**config.mk**
```make
export PLATFORM = sky130hd
export DESIGN_NAME = addr_gen_burst_flat
export DESIGN_NICKNAME = d
export VERILOG_FILES = /design/src/rtl/addr_gen_burst_pkg.sv /design/src/rtl/addr_gen_burst_if.sv /design/src/rtl/addr_gen_burst_offset_sel.sv /design/src/rtl/addr_gen_burst.sv /design/src/flat_wrapper.sv
export SDC_FILE = /design/constraint.sdc
export NUM_CORES = 1
export LEC_CHECK = 0
export CORE_MARGIN = 10
export CORE_UTILIZATION = 50
export DETAILED_ROUTE_END_ITERATION = 8
export HOLD_SLACK_MARGIN = 0.02
export MAX_ROUTING_LAYER = met4
export PLACE_DENSITY = 0.85
export SLEW_MARGIN = 20
export SYNTH_ARGS = -nofsm -noshare
export SYNTH_HDL_FRONTEND = slang
export SYNTH_SLANG_ARGS = --single-unit
```
**constraint.sdc**
```tcl
create_clock -name Clk -period 10.1 [get_ports Clk]
set_input_delay 2.02 -clock Clk [delete_from_list [all_inputs] [get_ports Clk]]
set_output_delay 2.02 -clock Clk [all_outputs]
set_load 0.02 [all_outputs]
```
**src/rtl/addr_gen_burst_pkg.sv**
```systemverilog
// Shared types and the sign-extension helper for the burst address generator.
package agu_pkg;
  localparam int SEXT_MAX_W = 64;

  typedef enum logic [1:0] {A2_ZERO, A2_OFF1, A2_OFF2, A2_OFF3} addr2_sel_e;
  typedef enum logic {S_IDLE, S_BURST} agu_state_e;

  // Field sits in the low in_w bits of v; callers truncate the result to their width.
  function automatic logic [SEXT_MAX_W-1:0] sext(input logic [SEXT_MAX_W-1:0] v,
                                                 input int unsigned in_w);
    logic signed [SEXT_MAX_W-1:0] t;
    t = $signed(v << (SEXT_MAX_W - in_w));
    return $unsigned(t >>> (SEXT_MAX_W - in_w));
  endfunction
endpackage

```
**src/rtl/addr_gen_burst_if.sv**
```systemverilog
// Request bus and address stream between control FSM, address generator and memory side.
interface addr_gen_burst_if #(
  parameter int WIDTH     = 16,
  parameter int MAX_BURST = 8
);
  localparam int BL_W = $clog2(MAX_BURST + 1);

  logic              req_valid;
  logic              req_ready;
  logic [WIDTH-1:0]  IR_output;
  logic [WIDTH-1:0]  PC_reg_output;
  logic [WIDTH-1:0]  SR1_output;
  logic              ADDR1MUX;
  logic [1:0]        ADDR2MUX;
  logic [BL_W-1:0]   burst_len;
  logic [WIDTH-1:0]  stride;
  logic              flush;
  logic              addr_valid;
  logic              addr_ready;
  logic [WIDTH-1:0]  addr_out;
  logic              addr_last;
  logic [WIDTH-1:0]  sext_imm;
  logic              busy;

  modport slave (
    input  req_valid, IR_output, PC_reg_output, SR1_output, ADDR1MUX, ADDR2MUX,
           burst_len, stride, flush, addr_ready,
    output req_ready, addr_valid, addr_out, addr_last, sext_imm, busy
  );

  modport master (
    output req_valid, IR_output, PC_reg_output, SR1_output, ADDR1MUX, ADDR2MUX,
           burst_len, stride, flush, addr_ready,
    input  req_ready, addr_valid, addr_out, addr_last, sext_imm, busy
  );
endinterface

```
**src/rtl/addr_gen_burst_offset_sel.sv**
```systemverilog
// Combinational base select + sign-extended IR offset select + add.
module agu_offset_sel
  import agu_pkg::*;
#(
  parameter int WIDTH  = 16,
  parameter int OFF1_W = 6,
  parameter int OFF2_W = 9,
  parameter int OFF3_W = 11
) (
  input  logic [OFF3_W-1:0] i_ir,
  input  logic [WIDTH-1:0]  i_pc,
  input  logic [WIDTH-1:0]  i_sr1,
  input  logic              i_addr1_sel,
  input  addr2_sel_e        i_addr2_sel,
  output logic [WIDTH-1:0]  o_addr
);
  logic [WIDTH-1:0] w_off1, w_off2, w_off3, w_off, w_base;

  assign w_off1 = WIDTH'(sext(SEXT_MAX_W'(i_ir[OFF1_W-1:0]), OFF1_W));
  assign w_off2 = WIDTH'(sext(SEXT_MAX_W'(i_ir[OFF2_W-1:0]), OFF2_W));
  assign w_off3 = WIDTH'(sext(SEXT_MAX_W'(i_ir[OFF3_W-1:0]), OFF3_W));

  always_comb begin
    w_off = '0;
    unique case (i_addr2_sel)
      A2_OFF1: w_off = w_off1;
      A2_OFF2: w_off = w_off2;
      A2_OFF3: w_off = w_off3;
      default: w_off = '0;
    endcase
  end

  assign w_base = i_addr1_sel ? i_sr1 : i_pc;
  assign o_addr = w_base + w_off;
endmodule

```
**src/rtl/addr_gen_burst.sv**
```systemverilog
// Registered address generator: latches base+offset on accept, then streams a
// strided burst of addresses under valid/ready backpressure.
module addr_gen_burst
  import agu_pkg::*;
#(
  parameter int WIDTH     = 16,
  parameter int OFF1_W    = 6,
  parameter int OFF2_W    = 9,
  parameter int OFF3_W    = 11,
  parameter int IMM_W     = 5,
  parameter int MAX_BURST = 8
) (
  input logic               Clk,
  input logic               Reset,
  addr_gen_burst_if.slave   bus
);
  localparam int BL_W = $clog2(MAX_BURST + 1);

  agu_state_e       r_state, w_state_nxt;
  logic [WIDTH-1:0] r_addr, r_stride, r_sext_imm, w_start;
  logic [BL_W-1:0]  r_rem, w_eff_len;
  logic             w_burst, w_accept, w_xfer, w_last, w_flush;

  agu_offset_sel #(
    .WIDTH(WIDTH), .OFF1_W(OFF1_W), .OFF2_W(OFF2_W), .OFF3_W(OFF3_W)
  ) u_offset_sel (
    .i_ir        (bus.IR_output[OFF3_W-1:0]),
    .i_pc        (bus.PC_reg_output),
    .i_sr1       (bus.SR1_output),
    .i_addr1_sel (bus.ADDR1MUX),
    .i_addr2_sel (addr2_sel_e'(bus.ADDR2MUX)),
    .o_addr      (w_start)
  );

  always_comb begin
    w_eff_len = bus.burst_len;
    if (bus.burst_len == '0)                  w_eff_len = BL_W'(1);
    else if (bus.burst_len > BL_W'(MAX_BURST)) w_eff_len = BL_W'(MAX_BURST);
  end

  assign w_burst  = (r_state == S_BURST);
  assign w_accept = !w_burst && bus.req_valid;
  assign w_xfer   = w_burst && bus.addr_ready;
  assign w_last   = w_burst && (r_rem == BL_W'(1));
  assign w_flush  = w_burst && bus.flush;

  always_comb begin
    w_state_nxt   = r_state;
    bus.req_ready = 1'b0;
    unique case (r_state)
      S_IDLE: begin
        bus.req_ready = 1'b1;
        if (bus.req_valid) w_state_nxt = S_BURST;
      end
      S_BURST: begin
        if (bus.flush || (bus.addr_ready && w_last)) w_state_nxt = S_IDLE;
      end
      default: w_state_nxt = S_IDLE;
    endcase
  end

  always_ff @(posedge Clk) begin
    if (Reset) r_state <= S_IDLE;
    else       r_state <= w_state_nxt;
  end

  always_ff @(posedge Clk) begin
    if (Reset) begin
      r_addr     <= '0;
      r_stride   <= '0;
      r_rem      <= '0;
      r_sext_imm <= '0;
    end else if (w_accept) begin
      r_addr     <= w_start;
      r_stride   <= bus.stride;
      r_rem      <= w_eff_len;
      r_sext_imm <= WIDTH'(sext(SEXT_MAX_W'(bus.IR_output[IMM_W-1:0]), IMM_W));
    end else begin
      if (w_xfer) begin
        r_addr <= r_addr + r_stride;
        r_rem  <= r_rem - BL_W'(1);
      end
      // A beat moving on the flush edge still counts; only the remainder is dropped.
      if (w_flush) r_rem <= '0;
    end
  end

  assign bus.addr_valid = w_burst;
  assign bus.addr_out   = r_addr;
  assign bus.addr_last  = w_last;
  assign bus.sext_imm   = r_sext_imm;
  assign bus.busy       = w_burst;
endmodule

```
**src/flat_wrapper.sv**
```systemverilog
// flat-port wrapper written by rule: the top's interface ports become plain ports
module addr_gen_burst_flat import agu_pkg::*;
#(
  parameter int WIDTH     = 16,
  parameter int OFF1_W    = 6,
  parameter int OFF2_W    = 9,
  parameter int OFF3_W    = 11,
  parameter int IMM_W     = 5,
  parameter int MAX_BURST = 8
)
  (Clk, Reset, bus_req_valid, bus_IR_output, bus_PC_reg_output, bus_SR1_output, bus_ADDR1MUX, bus_ADDR2MUX, bus_burst_len, bus_stride, bus_flush, bus_addr_ready, bus_req_ready, bus_addr_valid, bus_addr_out, bus_addr_last, bus_sext_imm, bus_busy);
  addr_gen_burst_if #(.WIDTH(WIDTH), .MAX_BURST(MAX_BURST)) bus_i ();
  input logic Clk;
  input logic Reset;
  input wire logic [$bits(bus_i.req_valid)-1:0] bus_req_valid;
  input wire logic [$bits(bus_i.IR_output)-1:0] bus_IR_output;
  input wire logic [$bits(bus_i.PC_reg_output)-1:0] bus_PC_reg_output;
  input wire logic [$bits(bus_i.SR1_output)-1:0] bus_SR1_output;
  input wire logic [$bits(bus_i.ADDR1MUX)-1:0] bus_ADDR1MUX;
  input wire logic [$bits(bus_i.ADDR2MUX)-1:0] bus_ADDR2MUX;
  input wire logic [$bits(bus_i.burst_len)-1:0] bus_burst_len;
  input wire logic [$bits(bus_i.stride)-1:0] bus_stride;
  input wire logic [$bits(bus_i.flush)-1:0] bus_flush;
  input wire logic [$bits(bus_i.addr_ready)-1:0] bus_addr_ready;
  output wire logic [$bits(bus_i.req_ready)-1:0] bus_req_ready;
  output wire logic [$bits(bus_i.addr_valid)-1:0] bus_addr_valid;
  output wire logic [$bits(bus_i.addr_out)-1:0] bus_addr_out;
  output wire logic [$bits(bus_i.addr_last)-1:0] bus_addr_last;
  output wire logic [$bits(bus_i.sext_imm)-1:0] bus_sext_imm;
  output wire logic [$bits(bus_i.busy)-1:0] bus_busy;
  assign bus_i.req_valid = bus_req_valid;
  assign bus_i.IR_output = bus_IR_output;
  assign bus_i.PC_reg_output = bus_PC_reg_output;
  assign bus_i.SR1_output = bus_SR1_output;
  assign bus_i.ADDR1MUX = bus_ADDR1MUX;
  assign bus_i.ADDR2MUX = bus_ADDR2MUX;
  assign bus_i.burst_len = bus_burst_len;
  assign bus_i.stride = bus_stride;
  assign bus_i.flush = bus_flush;
  assign bus_i.addr_ready = bus_addr_ready;
  assign bus_req_ready = bus_i.req_ready;
  assign bus_addr_valid = bus_i.addr_valid;
  assign bus_addr_out = bus_i.addr_out;
  assign bus_addr_last = bus_i.addr_last;
  assign bus_sext_imm = bus_i.sext_imm;
  assign bus_busy = bus_i.busy;
  addr_gen_burst #(.WIDTH(WIDTH), .OFF1_W(OFF1_W), .OFF2_W(OFF2_W), .OFF3_W(OFF3_W), .IMM_W(IMM_W), .MAX_BURST(MAX_BURST)) u_core (.Clk(Clk), .Reset(Reset), .bus(bus_i));
endmodule
```
Word level (Yosys, flattened, before mapping):

Cells that the tools add are included.

* bits in registers: 42
* latch bits: 0
* memory bits (writable): 0
* bits in read-only memories: 0
* bits of input ports: 76
* logic and storage cells: 37
* memories kept: 0

* add/sub/neg operators: 3
* multipliers: 0
* div/mod/pow operators: 0
* magnitude comparators: 1
* equality and inequality tests: 4
* shift operators: 0
* multiplexer cells: 13
* bitwise gates (word level): 1
* reductions and logical operators: 10

Operators with widths (count)
* two-way mux 16 bit: 3
* one-hot mux 16 bit (3 select lines): 1
* adder 16 bit: 2
* two-way mux 4 bit: 5
* logical AND 1 bit: 5
* == test 2 bit (second input constant): 2
* == test 4 x 1 -> 1 bit (second input constant): 1
* > comparator 4 bit (second input constant): 1
* logical NOT 4 bit: 1
* subtractor 4 x 1 -> 4 bit (second input constant): 1
* two-way mux 1 bit: 3
* nonzero test 3 bit: 1
* == test 2 x 1 -> 1 bit (second input constant): 1
* one-hot mux 1 bit (2 select lines): 1
* nonzero test 2 bit: 1
* logical NOT 1 bit: 1
* logical OR 1 bit: 1
* inverter 1 bit: 1

Longest topological paths before layout:

Gate-level depths: netlist (run 1).

* word-level depth: 6
* gate-level depth with buffers: 14

Hierarchy:

A second synthesis (run 1) with hierarchy kept.

* cell total of the unflattened synthesis: 447
* area, all modules: 3442.1 um^2

Modules (own cells, without submodules)
* addr_gen_burst: instances 1, cells each 311, area each 2381.0 um^2
* agu_offset_sel: instances 1, cells each 136, area each 1061.0 um^2

Least setup slack after synthesis (run 1):

No wires, ideal clock.

* path type: input-to-reg
* from: input bus_ADDR1MUX
* to: register u_core.r_addr[12], in the netlist u_core.bus.addr_out[12]
* library setup time: 0.134 ns
* arrival: 4.705 ns
* setup slack: 5.261 ns
* stages: 14
* buffers on the path: 2
* cell sequence: buf_2 > buf_1 > mux2_2 > ha_1 > inv_1 > fa_1 > nor2b_1 > o21ai_0 > a21boi_0 > o221ai_1 > o21a_1 > o211ai_1 > xnor2_1 > a21oi_1

* cells in the longest elaborated chain, start to end: 3

Ends and longest elaborated chain
* start: declaration: line flat_wrapper.sv:19 `input wire logic [$bits(bus_i.ADDR1MUX)-1:0] bus_ADDR1MUX;`
* two-way mux 16 bit: line addr_gen_burst_offset_sel.sv:33 `assign w_base = i_addr1_sel ? i_sr1 : i_pc;`
* adder 16 bit: line addr_gen_burst_offset_sel.sv:34 `assign o_addr = w_base + w_off;`
* two-way mux 16 bit: line addr_gen_burst.sv:73 `end else if (w_accept) begin`
* end signal: assignment: line addr_gen_burst.sv:74 `r_addr <= w_start;`
* end signal: assignment: line addr_gen_burst.sv:80 `r_addr <= r_addr + r_stride;`
* end: declaration: line addr_gen_burst.sv:20 `logic [WIDTH-1:0] r_addr, r_stride, r_sext_imm, w_start;`

No other way between the ends.
A chain may end at the register's enable or synchronous reset.

Worst setup path after layout (run 1):

Ends and elaborated chain as after synthesis.

==> metrics.md, run 1 <==
| Metric | Value |
|---|---|
| Status | `finished, final reports clean` |
| Origin of the critical flop-to-flop path | `u_core.bus.addr_out[1]` |
| Fin. max-slew vios | `0` |
| Commonest non-fill, non-tap cell in the layout | `clkdlybuf4s50_1` |
| Vias per inst | `5.55` |
| Setup TNS | `0 ns` |
| Mapped Cells | `approximately 470` |
| Crit path required time | `about 10 ns` |
| CTS Hold Bufs | `0` |
| Layout overhead on the synthesized area | `31.8%` |
| Pre-antenna DRT Iters | `4` |
| CP Class | `in2reg` |
| Post-CTS sizing | `0` |
| H-tree depth | `2` |
| Mean Syn Cell Area | `between 7 and 8 um^2` |
| Row cnt | `30` |
| Sequential area share after synthesis | `0.236` |
| CTS tree | `done` |
| Setup crit end kind | `flip-flop` |
| Routability cong. | `0.888` |
| Syn Nets | `a little under 600` |
| Core area | `about 0.0069 mm^2` |
| ANT cells | `0` |
| Fin. Hold Viols | `0` |
| Overall Global Routing Usage | `0.182` |
| Vias in the first global route | `approximately 3.6k` |
| Count of cell types in the netlist | `54` |
| Leak | `1.96 nW` |
| Pre-CTS setup slack | `between 4 and 5 ns` |
| Maximum VDD drop | `between 80 and 90 uV` |
| CP Launch Type | `input port` |
| Syn Std Cell Area | `between 0.003 and 0.004 mm^2` |
| Root Driver | `clkbuf_8` |
| Yosys reg bits | `between 40 and 50` |
| CP startpoint | `bus_ADDR1MUX` |
| Tmin final | `~5.4 ns` |
| Worst reg2reg path endpoint | `u_core.bus.addr_out[15]` |
| Die height | `104 um` |
| Largest net degree at the start of global routing | `45` |
| Initial DRC Count | `around 130` |
| FF/Latch Area | `roughly 840 um^2` |
| RSZ-0062 raised after global routing | `false` |
| Number of synthesized flops with an enable pin | `0` |
| FILL cells | `around 600` |
| Hold Path Class | `reg2reg` |
| WP data arrival | `about 5.6 ns` |
| Crit Path Max Fanout | `16` |
| Drt drc | `0` |
| Post-route ant nets | `0` |
| Max Root-Sink Buffers | `2` |
| Grt ovf | `0` |
| Layout cell share with drive strength beyond 1 | `0.0580` |
| Top_reg_cell synth | `dfxtp_1` |
| Tcrit/Tclk final | `0.538` |
| Commonest non-fill, non-tap cells in the layout | `clkdlybuf4s50_1 (106), nand2_1 (72), nor2_1 (45), dfxtp_1 (42), a21oi_1 (41)` |
| Multi-input gate area | `around 0.0025 mm^2` |
| PD cells | `around 120 mW/mm^2` |
| Top cells by area, synth | `dfxtp_1 (24%), ha_1 (11%), nand2_1 (7.6%), a21oi_1 (5.8%), nor2_1 (4.7%)` |
| Max Cap Violations | `0` |
| R2R cell count | `9` |
| First-pass GRT wire length | `16.7 mm` |
| I/O Buffers | `roughly 110` |
| Largest area contributor in the netlist | `dfxtp_1` |
| CTS Buf Count | `5` |
| Asr flop ratio synth | `0` |
| Nets | `660` |
| Top-area cell type share of the netlist area | `0.236` |
| DP HPWL | `approximately 8 mm` |
| Initial Util | `0.518` |
| Routed WL per cell | `roughly 15 um` |
| Slew headroom | `0.446` |
| Ys Warns | `0` |
| Worst skew pair latency | `roughly 0.3 ns` |
| Die extent in x | `around 100 um` |
| Postcts setup bufs | `0` |
| Clk slew on worst S/H paths | `0.08 ns` |
| Initial antenna violation count | `0` |
| Hold WS | `between 0.4 and 0.5 ns` |
| Final Setup Violations | `0` |
| Final WL | `around 10 mm` |
| Crit path to | `u_core.bus.addr_out[12]` |
| Setup Skew | `0.0107 ns` |
| # IOs | `112` |
| Final Worst Setup Slack | `4.67 ns` |
| R2r setup slk | `about 7.4 ns` |
| Via count | `between 3k and 4k` |
| DIE AREA | `between 0.01 and 0.015 mm^2` |
| CTS sink count | `42` |
| Worst Tran Pin Value | `around 0.83 ns` |
| Fmax | `184 MHz` |
==> worst min-delay path by stage <==
stage	start	endpoint	slack (ns)	cells after the start
2_1_floorplan	u_core.r_stride[0]	u_core.r_stride[0]	0.44	2
3_3_place_gp	u_core.bus.sext_imm[3]	u_core.bus.sext_imm[3]	0.44	2
3_5_place_dp	u_core.bus.sext_imm[2]	u_core.bus.sext_imm[2]	0.45	2
4_1_cts	u_core.bus.sext_imm[3]	u_core.bus.sext_imm[3]	0.46	2
5_1_grt	u_core.bus.sext_imm[3]	u_core.bus.sext_imm[3]	0.47	2
6_report	u_core.bus.sext_imm[3]	u_core.bus.sext_imm[3]	0.46	2
==> synthesized netlist by cell type, drive strengths merged, types with 6 or more instances <==
cell and number:
buf 21, mux2 13, o21ai 19, o211ai 6, nor2 46, clkbuf 12
mux2i 10, ha 30, a21o 11, a211oi 12, inv 18, dfxtp 42
nand2 72, xor2 6, nor2b 12, a21oi 41, xnor2 15, o21a 9
nor3 15, nand3 8
==> routing by layer <==
metal  vias up  wire length, um  part of all wire  GRT usage
met5         -                0                 0          -
met3        13              430             0.043     0.0353
met2        92             5170              0.52      0.325
met1      1669             4260              0.43      0.202
met4         0              140             0.014     0.0447
li1       1822                -                 -          -
==> worst max-delay path, stage by stage <==
cell	delay, ns
clkdlybuf4s50_1	0.97
mux2_2	0.29
ha_1	0.18
inv_1	0.06
fa_1	0.39
nor2b_1	0.13
o21ai_0	0.10
a21boi_0	0.38
o221ai_1	0.29
o21a_1	0.29
o211ai_1	0.23
xnor2_1	0.16
a21oi_1	0.08
==> layout make-up <==
cell class,instances,area share
Multi-Input combinational cell,376,0.526
Clock buffer,6,0.0176
Sequential cell,42,0.179
Inverter,18,0.0144
Timing Repair Buffer,109,0.231
Clock inverter,1,0.00640
Tap cell,96,0.0256
==> cells by family after synthesis <==
group / synth area share
adder cells (fa/ha/maj): 0.117
flip-flops: 0.236
AND/OR/NAND/NOR: 0.208
XOR/XNOR: 0.0517
buffers and inverters: 0.0710
AO/OA/AOI/OAI: 0.246
multiplexers: 0.0703
==> sequential cells by signal, summed over array words and instances, names as in the netlist <==
register               cells
u_core.bus.addr_out       16
u_core.bus.sext_imm        5
u_core.r_rem               4
u_core.r_stride           16
u_core.bus.addr_valid      1
==> metrics by stage <==
step	utilization	total power [mW]	instances	cell area [um^2]
6_report	0.683	0.555	648	4690
3_3_place_gp	0.667	0.415	641	4580
2_1_floorplan	-	0.344	469	3560
4_1_cts	0.683	0.559	648	4690
5_1_grt	0.683	0.588	648	4690
3_5_place_dp	0.667	0.422	641	4580
==> power by group <==
group / internal (mW) / leakage, nW / switching [mW]
Clock: 0.0791 / 0.0573 / 0.0569
Sequential: 0.180 / 0.346 / 0.0128
Combinational: 0.111 / 1.56 / 0.115
Note: power is estimated with default switching activity, not from simulation.
==> run 2: changes to the inputs <==
--- a/config.mk
+++ b/config.mk
@@ -6,11 +6,11 @@
 export NUM_CORES = 1
 export LEC_CHECK = 0
 export CORE_MARGIN = 10
-export CORE_UTILIZATION = 50
+export CORE_UTILIZATION = 48
 export DETAILED_ROUTE_END_ITERATION = 8
 export HOLD_SLACK_MARGIN = 0.02
 export MAX_ROUTING_LAYER = met4
-export PLACE_DENSITY = 0.85
+export PLACE_DENSITY = 0.82
 export SLEW_MARGIN = 20
 export SYNTH_ARGS = -nofsm -noshare
 export SYNTH_HDL_FRONTEND = slang
==> constraint.sdc (replaced) <==
create_clock -name Clk -period 5.7 [get_ports Clk]
set_input_delay 1.14 -clock Clk [delete_from_list [all_inputs] [get_ports Clk]]
set_output_delay 1.14 -clock Clk [all_outputs]
set_load 0.02 [all_outputs]
==> run 2 against run 1 <==
Clock skew up 0.0021 ns. Die area grew 3.4%. Highest routed layer unchanged. Via count decreased by 1.7%. Clock-buffer cell count is 1 higher. Setup slack got worse by 3.2 ns. Critical endpoint unchanged. Clock power rose by 49%. Largest power group unchanged.
==> metrics.md, run 2 (same netlist as run 1, synthesis figures left out) <==
| Metric | Value |
|---|---|
| Status | `finished, final reports clean (unchanged)` |
| CTS Hold Bufs | `0 (unchanged)` |
| Crit path required time | `5.88 ns (was 10.26 ns)` |
| Critical path's slowest cell | `clkdlybuf4s50_1 (unchanged)` |
| Vias in the first global route | `3487 (was 3592)` |
| Post-route ant nets | `0 (unchanged)` |
| Die extent in x | `106 um (was 104 um)` |
| Postcts setup bufs | `0 (unchanged)` |
| # IOs | `112 (unchanged)` |
| Layout cell share with drive strength beyond 1 | `0.0596 (was 0.0580)` |
| Maximum VDD drop | `123 uV (was 89.4 uV)` |
| Root Driver | `clkbuf_8 (unchanged)` |
| Largest net degree at the start of global routing | `45 (unchanged)` |
| Core area | `0.00721 mm^2 (was 0.00687 mm^2)` |
| Final Setup Violations | `0 (unchanged)` |
| Crit Path Max Fanout | `8 (was 16)` |
| Slew headroom | `0.365 (was 0.446)` |
| Final instance area | `0.00468 mm^2 (was 0.00469 mm^2)` |
| Pre-antenna DRT Iters | `4 (unchanged)` |
| Initial DRC Count | `140 (was 133)` |
| CTS Buf Count | `5 (unchanged)` |
| Commonest non-fill, non-tap cell in the layout | `clkdlybuf4s50_1 (unchanged)` |
| Fmax | `237 MHz` |
| Hold WS | `0.463 ns (was 0.460 ns)` |
| Setup Skew | `0.0128 ns (was 0.0107 ns)` |
| Die height | `106 um (was 104 um)` |
| Max Root-Sink Buffers | `2 (unchanged)` |
| Clk slew on worst S/H paths | `0.07 ns (was 0.08 ns)` |
| Initial antenna violation count | `0 (unchanged)` |
| Crit-path most repeated cell | `nor2b_1` |
| Max Cap Violations | `0 (unchanged)` |
| CP Class | `in2reg (unchanged)` |
| I/O Buffers | `106 (unchanged)` |
| Nets | `661 (was 660)` |
| Leak | `1.96 nW (about the same)` |
| Via count | `3536 (was 3596)` |
| Fin. max-slew vios | `0 (unchanged)` |
| Routability cong. | `0.906 (was 0.888)` |
| Commonest non-fill, non-tap cells in the layout | `clkdlybuf4s50_1 (106), nand2_1 (72), nor2_1 (45), dfxtp_1 (42), a21oi_1 (41) (unchanged)` |
| Post-CTS sizing | `0 (unchanged)` |
| Final WL | `9.99 mm (was 10.0 mm)` |
| CP Launch Type | `input port (unchanged)` |
| Worst skew pair latency | `0.30 ns (about the same)` |
| DIE AREA | `0.0113 mm^2 (was 0.0109 mm^2)` |
| PD cells | `201 mW/mm^2 (was 118 mW/mm^2)` |
| Hold Path Class | `reg2reg (unchanged)` |
| Grt ovf | `0 (unchanged)` |
| ANT cells | `0 (unchanged)` |
| CTS tree | `done (unchanged)` |
| CTS sink count | `42 (unchanged)` |
| Layout overhead on the synthesized area | `31.6% (was 31.8%)` |
| Fin. Hold Viols | `0 (unchanged)` |
| Row cnt | `31 (was 30)` |
| RSZ-0062 raised after global routing | `false (unchanged)` |
| Drt drc | `0 (unchanged)` |
| WP data arrival | `4.40 ns (was 5.60 ns)` |
| First-pass GRT wire length | `16.3 mm (was 16.7 mm)` |
| CP peak stage delay | `0.62 ns (was 0.97 ns)` |
| CP delay by family, top | `compound AO/OA/AOI/OAI gates (unchanged)` |
| DP HPWL | `8.06 mm (was 7.84 mm)` |
| Setup TNS | `0 ns (unchanged)` |
| H-tree depth | `2 (unchanged)` |
| Worst Tran Pin Value | `0.950 ns (was 0.829 ns)` |
| Vias per inst | `5.42 (was 5.55)` |
| Setup crit end kind | `flip-flop (unchanged)` |
| Routed WL per cell | `15.3 um (was 15.4 um)` |
| Post-DP Area | `0.00459 mm^2 (was 0.00458 mm^2)` |
| Tcrit/Tclk final | `0.740` |
| Initial Util | `0.494 (was 0.518)` |
| Critical path buffer and inverter count | `2 (unchanged)` |
| Critical path cell sequence | `clkdlybuf4s50_1, nor2_1, nor2b_1, ha_1, inv_1, fa_1, nor2b_1, o21ai_0, a21boi_0, o221ai_1, o21a_1, o211ai_1, xnor2_1, a21oi_1 (was clkdlybuf4s50_1, mux2_2, ha_1, inv_1, fa_1, nor2b_1, o21ai_0, a21boi_0, o221ai_1, o21a_1, o211ai_1, xnor2_1, a21oi_1)` |
| Overall Global Routing Usage | `0.176 (was 0.182)` |
| Tmin final | `about 4.2 ns` |
run 2: cell count changes in the layout (fill, tap and decap cells not counted):
cell,before,now
clkinv_2,0,1
buf_4,3,4
bufinv_16,1,0
clkbuf_1,0,1
run 2: through the flow:
stage	util	total power [mW]	instances	setup slack, ns
6_report	0.649	0.944	653	1.48
5_1_grt	0.649	1.01	653	1.21
4_1_cts	0.649	0.949	653	1.51
3_5_place_dp	0.637	0.748	645	1.21
3_3_place_gp	0.637	0.736	645	1.29
2_1_floorplan	-	0.610	469	1.74
run 2: area by class of cell:
type	count	area, um^2
clock inverters	1	5.00
multi-input cells	376	2470
flip-flops and latches	42	841
fillers	673	2530
repair buffers	110	1090
inverters	18	67.6
clock buffers	7	86.3
well taps	99	124
run 2: worst reg2reg max path, cell delays in order (launching register included):
cell      delay, ns
dfxtp_1        0.41
ha_1           0.27
a211oi_1       0.33
o21ai_0        0.22
a21oi_1        0.28
o21ai_0        0.21
o31ai_1        0.33
mux2i_1        0.33
xor2_1         0.17
o31ai_1        0.07
run 2: path summary, 6_finish.rpt:
kind | endpoint | from | slack (ns) | cells after the start
min | u_core.r_stride[0] | u_core.r_stride[0] | 0.46 | 2
max | u_core.bus.addr_out[12] | bus_ADDR2MUX[1] | 1.48 | 14
max reg2reg | u_core.bus.addr_out[15] | u_core.bus.addr_out[1] | 2.97 | 9
min reg2reg | u_core.r_stride[0] | u_core.r_stride[0] | 0.46 | 2
run 2: power by group:
part           switching [mW]  leakage (nW)  internal, mW
sequential             0.0232         0.346         0.319
clock                   0.104        0.0482        0.0978
combinational           0.203          1.56         0.197
run 2: metal layers:
metal | vias to the layer above | share of wire | GRT usage
met4 | 0 | 0.012 | 0.0455
met3 | 10 | 0.054 | 0.0399
met2 | 78 | 0.51 | 0.310
met5 | - | 0 | -
li1 | 1817 | - | -
met1 | 1631 | 0.42 | 0.197
==> run 3: changes to the inputs <==
--- a/config.mk
+++ b/config.mk
@@ -6,11 +6,11 @@
 export NUM_CORES = 1
 export LEC_CHECK = 0
 export CORE_MARGIN = 10
-export CORE_UTILIZATION = 48
+export CORE_UTILIZATION = 43
 export DETAILED_ROUTE_END_ITERATION = 8
 export HOLD_SLACK_MARGIN = 0.02
 export MAX_ROUTING_LAYER = met4
-export PLACE_DENSITY = 0.82
+export PLACE_DENSITY = 0.78
 export SLEW_MARGIN = 20
 export SYNTH_ARGS = -nofsm -noshare
 export SYNTH_HDL_FRONTEND = slang
==> constraint.sdc (replaced) <==
create_clock -name Clk -period 3.4 [get_ports Clk]
set_input_delay 0.68 -clock Clk [delete_from_list [all_inputs] [get_ports Clk]]
set_output_delay 0.68 -clock Clk [all_outputs]
set_load 0.02 [all_outputs]
==> run 3 against run 2 <==
Design area grew 9.8%. Critical path depth shrank 1. Cell count grew 7.7%. Utilization shrank 1.7 points. Sequential power grew 68%. Critical endpoint is now u_core.bus.addr_out[13]. Largest power group unchanged. Highest routed layer unchanged.
==> metrics.md, run 3 (same netlist as run 1, synthesis figures left out) <==
| Metric | Value |
|---|---|
| Status | `finished, final reports clean (unchanged)` |
| Initial antenna violation count | `0 (unchanged)` |
| Commonest non-fill, non-tap cells in the layout | `clkdlybuf4s50_1 (106), nand2_1 (72), buf_4 (46), dfxtp_1 (42) (was clkdlybuf4s50_1 (106), nand2_1 (72), nor2_1 (45), dfxtp_1 (42), a21oi_1 (41))` |
| Critical path's slowest cell | `clkdlybuf4s50_1 (unchanged)` |
| FILL cells | `720 (was 673)` |
| Slew headroom | `0.622 (was 0.365)` |
| CTS tree | `done (unchanged)` |
| Worst Tran Pin Value | `0.566 ns (was 0.950 ns)` |
| Routability cong. | `0.930 (was 0.906)` |
| I/O Buffers | `106 (unchanged)` |
| Initial DRC Count | `146 (was 140)` |
| CTS Buf Count | `5 (unchanged)` |
| CP Launch Type | `input port (unchanged)` |
| Overall Global Routing Usage | `0.169 (was 0.176)` |
| Die extent in x | `111 um (was 106 um)` |
| Final Util | `0.633 (was 0.649)` |
| # IOs | `112 (unchanged)` |
| Hold WS | `0.467 ns (was 0.463 ns)` |
| Maximum VDD drop | `251 uV (was 123 uV)` |
| Worst skew pair latency | `0.29 ns (was 0.30 ns)` |
| Crit Path Max Fanout | `7 (was 8)` |
| CP delay by family, top | `compound AO/OA/AOI/OAI gates (unchanged)` |
| Hold Path Class | `reg2reg (unchanged)` |
| Met2 Use GR | `0.310 (about the same)` |
| CP peak stage delay | `0.47 ns (was 0.62 ns)` |
| Core area | `0.00813 mm^2 (was 0.00721 mm^2)` |
| ANT cells | `0 (unchanged)` |
| WP data arrival | `3.49 ns (was 4.40 ns)` |
| Post-DP Area | `0.00492 mm^2 (was 0.00459 mm^2)` |
| GR peak layer | `met2 (unchanged)` |
| Fin. Hold Viols | `0 (unchanged)` |
| DP HPWL | `8.56 mm (was 8.06 mm)` |
| Routed WL per cell | `15.5 um (was 15.3 um)` |
| Via count | `3774 (was 3536)` |
| Fmax | `just over 300 MHz` |
| Root Driver | `clkbuf_8 (unchanged)` |
| Layout overhead on the synthesized area | `44.5% (was 31.6%)` |
| CTS Hold Bufs | `0 (unchanged)` |
| CTS sink count | `42 (unchanged)` |
| Leak | `2.19 nW (was 1.96 nW)` |
| Tcrit/Tclk final | `0.965` |
| Final instance area | `0.00514 mm^2 (was 0.00468 mm^2)` |
| Design Power | `1.69 mW (was 0.944 mW)` |
| Nets | `705 (was 661)` |
| Final WL | `10.9 mm (was 9.99 mm)` |
| Clk slew on worst S/H paths | `0.08 ns (was 0.07 ns)` |
| Met3 Usage GRT | `0.0379 (was 0.0399)` |
| Setup crit end kind | `flip-flop (unchanged)` |
| Largest net degree at the start of global routing | `35 (was 45)` |
| Max Root-Sink Buffers | `2 (unchanged)` |
| Pre-CTS setup slack | `-0.329 ns (was 1.21 ns)` |
| Critical path cell sequence | `clkdlybuf4s50_1, buf_6, mux2_2, ha_1, a211oi_2, nor2_2, o221ai_2, a311oi_2, buf_4, a211oi_4, buf_4, xnor2_1, a211oi_2 (was clkdlybuf4s50_1, nor2_1, nor2b_1, ha_1, inv_1, fa_1, nor2b_1, o21ai_0, a21boi_0, o221ai_1, o21a_1, o211ai_1, xnor2_1, a21oi_1)` |
| Layout cell share with drive strength beyond 1 | `0.157 (was 0.0596)` |
| Grt ovf | `0 (unchanged)` |
| Final Setup Violations | `0 (unchanged)` |
| Crit path required time | `3.61 ns (was 5.88 ns)` |
| Die height | `111 um (was 106 um)` |
| DIE AREA | `0.0123 mm^2 (was 0.0113 mm^2)` |
| Setup Skew | `0.00659 ns (was 0.0128 ns)` |
| Pre-antenna DRT Iters | `5 (was 4)` |
| CP Class | `in2reg (unchanged)` |
| Critical path buffer and inverter count | `4 (was 2)` |
| Tmin final | `~3.3 ns` |
| R2R cell count | `9 (unchanged)` |
| Max Cap Violations | `0 (unchanged)` |
| M1 GR Usage | `0.184 (was 0.197)` |
| Vias in the first global route | `3791 (was 3487)` |
| First-pass GRT wire length | `17.7 mm (was 16.3 mm)` |
| RSZ-0062 raised after global routing | `true (was false)` |
| Vias per inst | `5.37 (was 5.42)` |
| PD cells | `329 mW/mm^2 (was 201 mW/mm^2)` |
| Hold path depth | `2 (unchanged)` |
| Initial Util | `0.438 (was 0.494)` |
| Final Worst Setup Slack | `0.119 ns (was 1.48 ns)` |
| Post-route ant nets | `0 (unchanged)` |
| Commonest non-fill, non-tap cell in the layout | `clkdlybuf4s50_1 (unchanged)` |
| Fin. max-slew vios | `0 (unchanged)` |
| H-tree depth | `2 (unchanged)` |
| WP depth | `13 (was 14)` |
| Drt drc | `0 (unchanged)` |
| Row cnt | `33 (was 31)` |
-- run 3: cell types whose count changed in the layout (fill, tap and decap cells not counted), moves of 2 or more --
| cell | before | now |
|---|---|---|
| buf_4 | 4 | 46 |
| buf_6 | 0 | 2 |
| ha_1 | 30 | 25 |
| ha_4 | 0 | 4 |
| nor2_1 | 45 | 41 |
| nor2_2 | 1 | 5 |
| o21ai_0 | 19 | 17 |
| o21ai_1 | 0 | 2 |
| o221ai_1 | 3 | 1 |
| o221ai_2 | 0 | 2 |
-- run 3: cell type report --
cell class | count | area (um^2) | area share
Clock inverter | 1 | 5.00 | 0.000973
Multi-Input combinational cell | 376 | 2580 | 0.502
Clock buffer | 7 | 86.3 | 0.0168
Timing Repair Buffer | 154 | 1430 | 0.278
Inverter | 18 | 67.6 | 0.0131
Sequential cell | 42 | 841 | 0.163
Tap cell | 105 | 131 | 0.0255
-- run 3: metrics by stage --
step / setup TNS (ns) / cells
global route: -0.150 / 703
CTS: 0 / 702
floorplan: 0 / 469
global placement: -1.67 / 694
finish: 0 / 703
detailed placement: -2.19 / 694
-- run 3: power by group --
part	internal (mW)	total (mW)	leakage, nW	switching, mW
Sequential	0.535	0.576	0.346	0.0410
Combinational	0.408	0.784	1.79	0.376
Clock	0.164	0.333	0.0482	0.169
-- run 3: repair_timing --
| action | in CTS | in global routing |
|---|---|---|
| setup buffers | 0 | 1 |
| setup endpoints to repair | 6 | 8 |
| gates resized for setup | 2 | 23 |
| pin swaps | 0 | 11 |
-- run 3: final timing paths --
kind / slack, ns / end / from
setup reg to reg: 0.58 / u_core.bus.addr_out[15] / u_core.bus.addr_out[1]
setup / recovery: 0.12 / u_core.bus.addr_out[13] / bus_ADDR1MUX
hold / removal: 0.47 / u_core.bus.sext_imm[1] / u_core.bus.sext_imm[1]
hold reg to reg: 0.47 / u_core.bus.sext_imm[1] / u_core.bus.sext_imm[1]
-- run 3: worst reg2reg max path, stage by stage (launching register included) --
cell,delay [ns]
dfxtp_1,0.36
ha_1,0.33
a211oi_1,0.33
o21ai_0,0.25
a21oi_1,0.31
o21ai_0,0.23
o31ai_1,0.33
mux2i_1,0.32
xor2_1,0.17
o31ai_1,0.07
-- run 3: layer usage --
layer | part of all wire | vias up
met1 | 0.42 | 1779
li1 | - | 1907
met4 | 0.010 | 0
met5 | 0 | -
met2 | 0.52 | 79
met3 | 0.045 | 9
==> variant 1: new RTL, config.mk and constraints of run 2 <==
`OFF1_W` is set to 6 in 3 places; all go to 8.
--- a/src/rtl/addr_gen_burst_offset_sel.sv
+++ b/src/rtl/addr_gen_burst_offset_sel.sv
@@ -3,7 +3,7 @@
   import agu_pkg::*;
 #(
   parameter int WIDTH  = 16,
-  parameter int OFF1_W = 6,
+  parameter int OFF1_W = 8,
   parameter int OFF2_W = 9,
   parameter int OFF3_W = 11
 ) (
--- a/src/rtl/addr_gen_burst.sv
+++ b/src/rtl/addr_gen_burst.sv
@@ -4,7 +4,7 @@
   import agu_pkg::*;
 #(
   parameter int WIDTH     = 16,
-  parameter int OFF1_W    = 6,
+  parameter int OFF1_W    = 8,
   parameter int OFF2_W    = 9,
   parameter int OFF3_W    = 11,
   parameter int IMM_W     = 5,
--- a/src/flat_wrapper.sv
+++ b/src/flat_wrapper.sv
@@ -2,7 +2,7 @@
 module addr_gen_burst_flat import agu_pkg::*;
 #(
   parameter int WIDTH     = 16,
-  parameter int OFF1_W    = 6,
+  parameter int OFF1_W    = 8,
   parameter int OFF2_W    = 9,
   parameter int OFF3_W    = 11,
   parameter int IMM_W     = 5,
Function: changed (Yosys sat finds a counterexample within 4 cycles, from zero or initial values and one cycle with Reset high).
==> variant 1 against run 2 <==
- cell area increased by 0.51%
- synthesized area decreased by 0.11%
- critical path depth decreased by 4
- worst setup slack improved by 160 ps
- sequential cell count unchanged
- total power increased by 1.8%
- final cell count decreased by 0.61%
- wire length decreased by 1.1%
- count of clock-buffer cells in the layout decreased by 1
- critical path type unchanged
- largest power group unchanged
==> variant 1: results (changes against run 2) <==
metric	value	unit	change
cts_root_buf	clkbuf_8		
portBuffers	106		unchanged
synthFlopType	dfxtp_1		
yosys-top-cells-area	dfxtp_1 24%, ha_1 11%, nand2_1 8.5%		
grt_usage	0.176		+0.000431
synth_fa_ha_area_frac	0.117		+0.000123
gp_congestion	0.891		-1.6%
synthArstFlopShare	0		unchanged
yosys_warnings	0		unchanged
cts_made_buffers	5		unchanged
ctsResizeCount	0		unchanged
clk_latency	300	ps	about the same
drtIter0Drc	117		-16%
cp_max_fo	11		+3
path_clk_slew	80	ps	
synth_commonest_cells	81 x nand2_1, 49 x a21oi_1, 42 x dfxtp_1		
post_drt_wl_per_cell	15.2	microns	-0.44%
muxShareOfSynthArea	0.0767		+0.00641
placed_cell_area	4610	sq um	+0.44%
crit_arrival	4230	ps	-170 ps
vias_per_cell	5.39		-0.55%
drive_gt1_frac	0.0782		+0.0186
ys_seq_area_frac	0.236		+0.000249
final.setup_skew	3.97	ps	-8.85 ps
syn-num-nets	570		-1.2%
grt_pass1_wl	16500	microns	+1.4%
p_leak	1.90	nW	-3.1%
cts_setup_buffers	0		unchanged
outcome	finished clean		
drtPass1Iterations	5		+1
clockBufferDepth	2		unchanged
final_nets	657		-0.61%
grt_pass1_vias	3563		+2.2%
irDropWorstVdd	0.0000975	V	-21%
tns	0	ps	unchanged
place_hpwl	7860	microns	-2.5%
hp-class	reg -> reg		
synth_xor_area_frac	0.0616		+0.00990
antenna_cells	0		unchanged
htree_levels	2		unchanged
synth_compound_area_frac	0.227		-0.0191
tightestPinTransition	901	ps	-48.6 ps
synth_cell_type_count	53		-1.9%
antenna_found_initial	0		unchanged
grt_max_degree	45		unchanged
-- variant 1: cell types whose count changed after synthesis, sizes merged, moves of 4 or more --
cell     change
a21o         -4
a21oi        +8
buf          -4
nand2        +9
nor2         -8
nor3         -7
o2111ai      +4
o21a         -5
o21ai        -6
o31a         -4
xor2         +4
-- variant 1: power by group --
group,internal [mW],switching (mW),total [mW]
logic,0.200,0.214,0.413
registers,0.319,0.0234,0.343
clock network,0.0975,0.107,0.205
total,0.617,0.344,0.961
-- variant 1: path summary, 6_finish.rpt --
kind,endpoint,start,cells after the start,slack [ps]
max reg2reg,u_core.bus.addr_out[12],u_core.bus.addr_out[0],10,3140
max,u_core.bus.addr_out[11],bus_ADDR1MUX,10,1640
min,u_core.bus.sext_imm[3],u_core.bus.sext_imm[3],2,460
min reg2reg,u_core.bus.sext_imm[3],u_core.bus.sext_imm[3],2,460
-- variant 1: per-layer routing --
metal	share of wire	global-route usage
met1	0.43	0.199
met5	0	-
met4	0.016	0.0648
met3	0.039	0.0290
met2	0.51	0.307
-- variant 1: per-stage QoR --
stage                     power, mW  hold WS, ps  setup slack (ps)   util  cells
after floorplan               0.616          440              1950      -    462
after global placement        0.749          443              1440  0.639    641
after detailed placement      0.761          447              1350  0.639    641
after CTS                     0.965          459              1650  0.653    649
after global routing           1.02          478              1410  0.653    649
final                         0.961          459              1640  0.653    649
-- variant 1: cell type report --
| class | count | area [sq um] |
|---|---|---|
| clock buffer | 6 | 82.6 |
| inverter | 19 | 78.8 |
| fill | 636 | 2510 |
| clock inverter | 2 | 12.5 |
| multi-input combinational | 371 | 2480 |
| tap | 99 | 124 |
| sequential | 42 | 841 |
| timing repair buffer | 110 | 1090 |
-- variant 1: cell families (layout without fill, tap and decap cells) --
| group | after synthesis | count (layout) |
|---|---|---|
| adder cells (fa/ha/maj) | 32 | 32 |
| buffers and inverters | 49 | 137 |
| AND/OR/NAND/NOR | 170 | 170 |
| flip-flops | 42 | 42 |
| multiplexers | 25 | 25 |
| XOR/XNOR | 25 | 25 |
| AO/OA/AOI/OAI | 119 | 119 |
-- variant 1: worst max-delay path, stage by stage --
cell and delay (ps):
clkdlybuf4s50_1 790, mux2_2 410, ha_1 270, a21oi_1 260, o2111ai_1 230, a31o_1 310
a2111oi_2 460, nor3_1 90, o21ai_1 160, a21oi_1 80
==> variant 2: new RTL, settings of run 2 <==
Made on the original files. Reset style: asynchronous (`Reset`), changed in 2 clocked blocks.
--- a/src/rtl/addr_gen_burst.sv
+++ b/src/rtl/addr_gen_burst.sv
@@ -59,12 +59,12 @@
     endcase
   end
 
-  always_ff @(posedge Clk) begin
+  always_ff @(posedge Clk or posedge Reset) begin
     if (Reset) r_state <= S_IDLE;
     else       r_state <= w_state_nxt;
   end
 
-  always_ff @(posedge Clk) begin
+  always_ff @(posedge Clk or posedge Reset) begin
     if (Reset) begin
       r_addr     <= '0;
       r_stride   <= '0;
Formal check against the unedited RTL: differs if Reset is asserted again (counterexample within 4 cycles, from zero or initial values and one cycle with Reset high); with Reset held inactive, the same outputs for 10 cycles.
==> variant 2 against run 2 <==
- final cell count is 0.15% lower
- sequential share of layout area grew 3.7 points
- critical endpoint is now u_core.bus.addr_out[14]
- cell area is 3.9% higher
- wire length grew 1.8%
- largest cell class unchanged
- synthesized area increased by 4.9%
- worst setup slack worse by 110 ps
- hold slack gained 25 ps
- sequential cell count unchanged
Power is not compared: it rests on default switching activity, and its combinational part moved more than twofold at a synthesized area within 25%.
==> variant 2: results (changes against run 2) <==
metric	value	unit	change
outcome	finished clean		
gp_congestion	0.916		+1.1%
grt_pass1_wl	16900	microns	+3.8%
cts_made_buffers	5		unchanged
min_from	u_core.r_stride[9]		
post_drt_wl_per_cell	15.6	microns	+2.0%
final_cell_count_no_fill	652		-0.15%
cts_root_buf	clkbuf_8		
fin_crit_sh	0.760		+0.0199
post-place-ws	1080	ps	-130 ps
syn-num-nets	569		-1.4%
grt_pass1_vias	3595		+3.1%
reg2reg_depth	10		+1
yosys-top-cells-area	dfrtp_1 28%, ha_1 10%, nand2_1 9.4%		
synth_commonest_cells	94 x nand2_1, 42 x dfrtp_1, 30 x ha_1		
p_leak	2.17	nW	
clk_latency	300	ps	about the same
synth_cell_type_count	61		+13%
drtPass1Iterations	4		unchanged
hp-class	reg -> reg		
r2r-start	u_core.bus.addr_out[0]		
crit_arrival	4550	ps	+150 ps
r2r_slack	2910	ps	-60 ps
drive_gt1_frac	0.0600		+0.000433
htree_levels	2		unchanged
grt_max_degree	43		-4.4%
clockBufferDepth	2		unchanged
synthCells	461		-1.7%
grt_usage	0.178		+0.00181
hold-worst-slack	488	ps	+25.1 ps
ys_seq_area_frac	0.281		+0.0452
antenna_cells	0		unchanged
vias_per_cell	5.51		+1.7%
final_nets	658		-0.45%
portBuffers	106		unchanged
irDropWorstVdd	0.000125	V	
seq_cell_power	0.493	mW	
ctsResizeCount	0		unchanged
yosys_warnings	0		unchanged
place_hpwl	8130	microns	+0.89%
synthArstFlopShare	1.00		+1.00
cp_max_fo	11		+3
pwr-share-comb	0.632		
hold_end	u_core.r_stride[9]		
r2r_end	u_core.bus.addr_out[14]		
antenna_found_initial	0		unchanged
drtIter0Drc	165		+18%
tightestPinTransition	816	ps	-134 ps
final.setup_skew	4.99	ps	-7.83 ps
variant 2: worst max-delay path: stages:
cell             delay (ps)
clkdlybuf4s50_1         780
mux2_2                  400
ha_1                    220
inv_1                    80
fa_1                    200
nor2b_1                  70
o31a_1                  260
o21ai_0                 330
a221oi_1                150
o2111a_1                280
or4_1                   460
a31oi_1                 190
variant 2: worst max path at each step:
stage / from / endpoint
global placement: bus_ADDR1MUX / u_core.bus.addr_out[14]
detailed placement: bus_ADDR1MUX / u_core.bus.addr_out[14]
global route: bus_ADDR1MUX / u_core.bus.addr_out[14]
floorplan: bus_ADDR1MUX / u_core.bus.addr_out[14]
finish: bus_ADDR1MUX / u_core.bus.addr_out[14]
CTS: bus_ADDR1MUX / u_core.bus.addr_out[14]
variant 2: stage by stage:
stage	power [mW]	util	instance area, sq um
after floorplan	1.27	-	3740
after global placement	1.60	0.626	4790
after detailed placement	1.64	0.626	4790
after CTS	1.84	0.636	4870
after global routing	1.98	0.636	4870
final	1.83	0.636	4870
variant 2: cell type report:
cell class	instances	area, sq um
multi-input cells	373	2440
inverters	18	72.6
fillers	661	2780
well taps	102	128
repair buffers	110	1090
clock inverters	2	10.0
clock buffers	5	68.8
flip-flops and latches	42	1050
variant 2: cell families after synthesis:
group / after synthesis / synth area share
compound gates: 114 / 0.200
xor+xnor: 17 / 0.0399
fa+ha+maj: 33 / 0.114
buf+inv: 46 / 0.0663
flops: 42 / 0.281
mux: 26 / 0.0754
simple gates: 183 / 0.223
variant 2: routing by layer:
metal	global-route usage	vias up	part of all wire
met3	0.0274	15	0.051
met4	0.0506	0	0.016
met2	0.298	101	0.49
met5	-	-	0
met1	0.216	1665	0.44
li1	-	1809	-
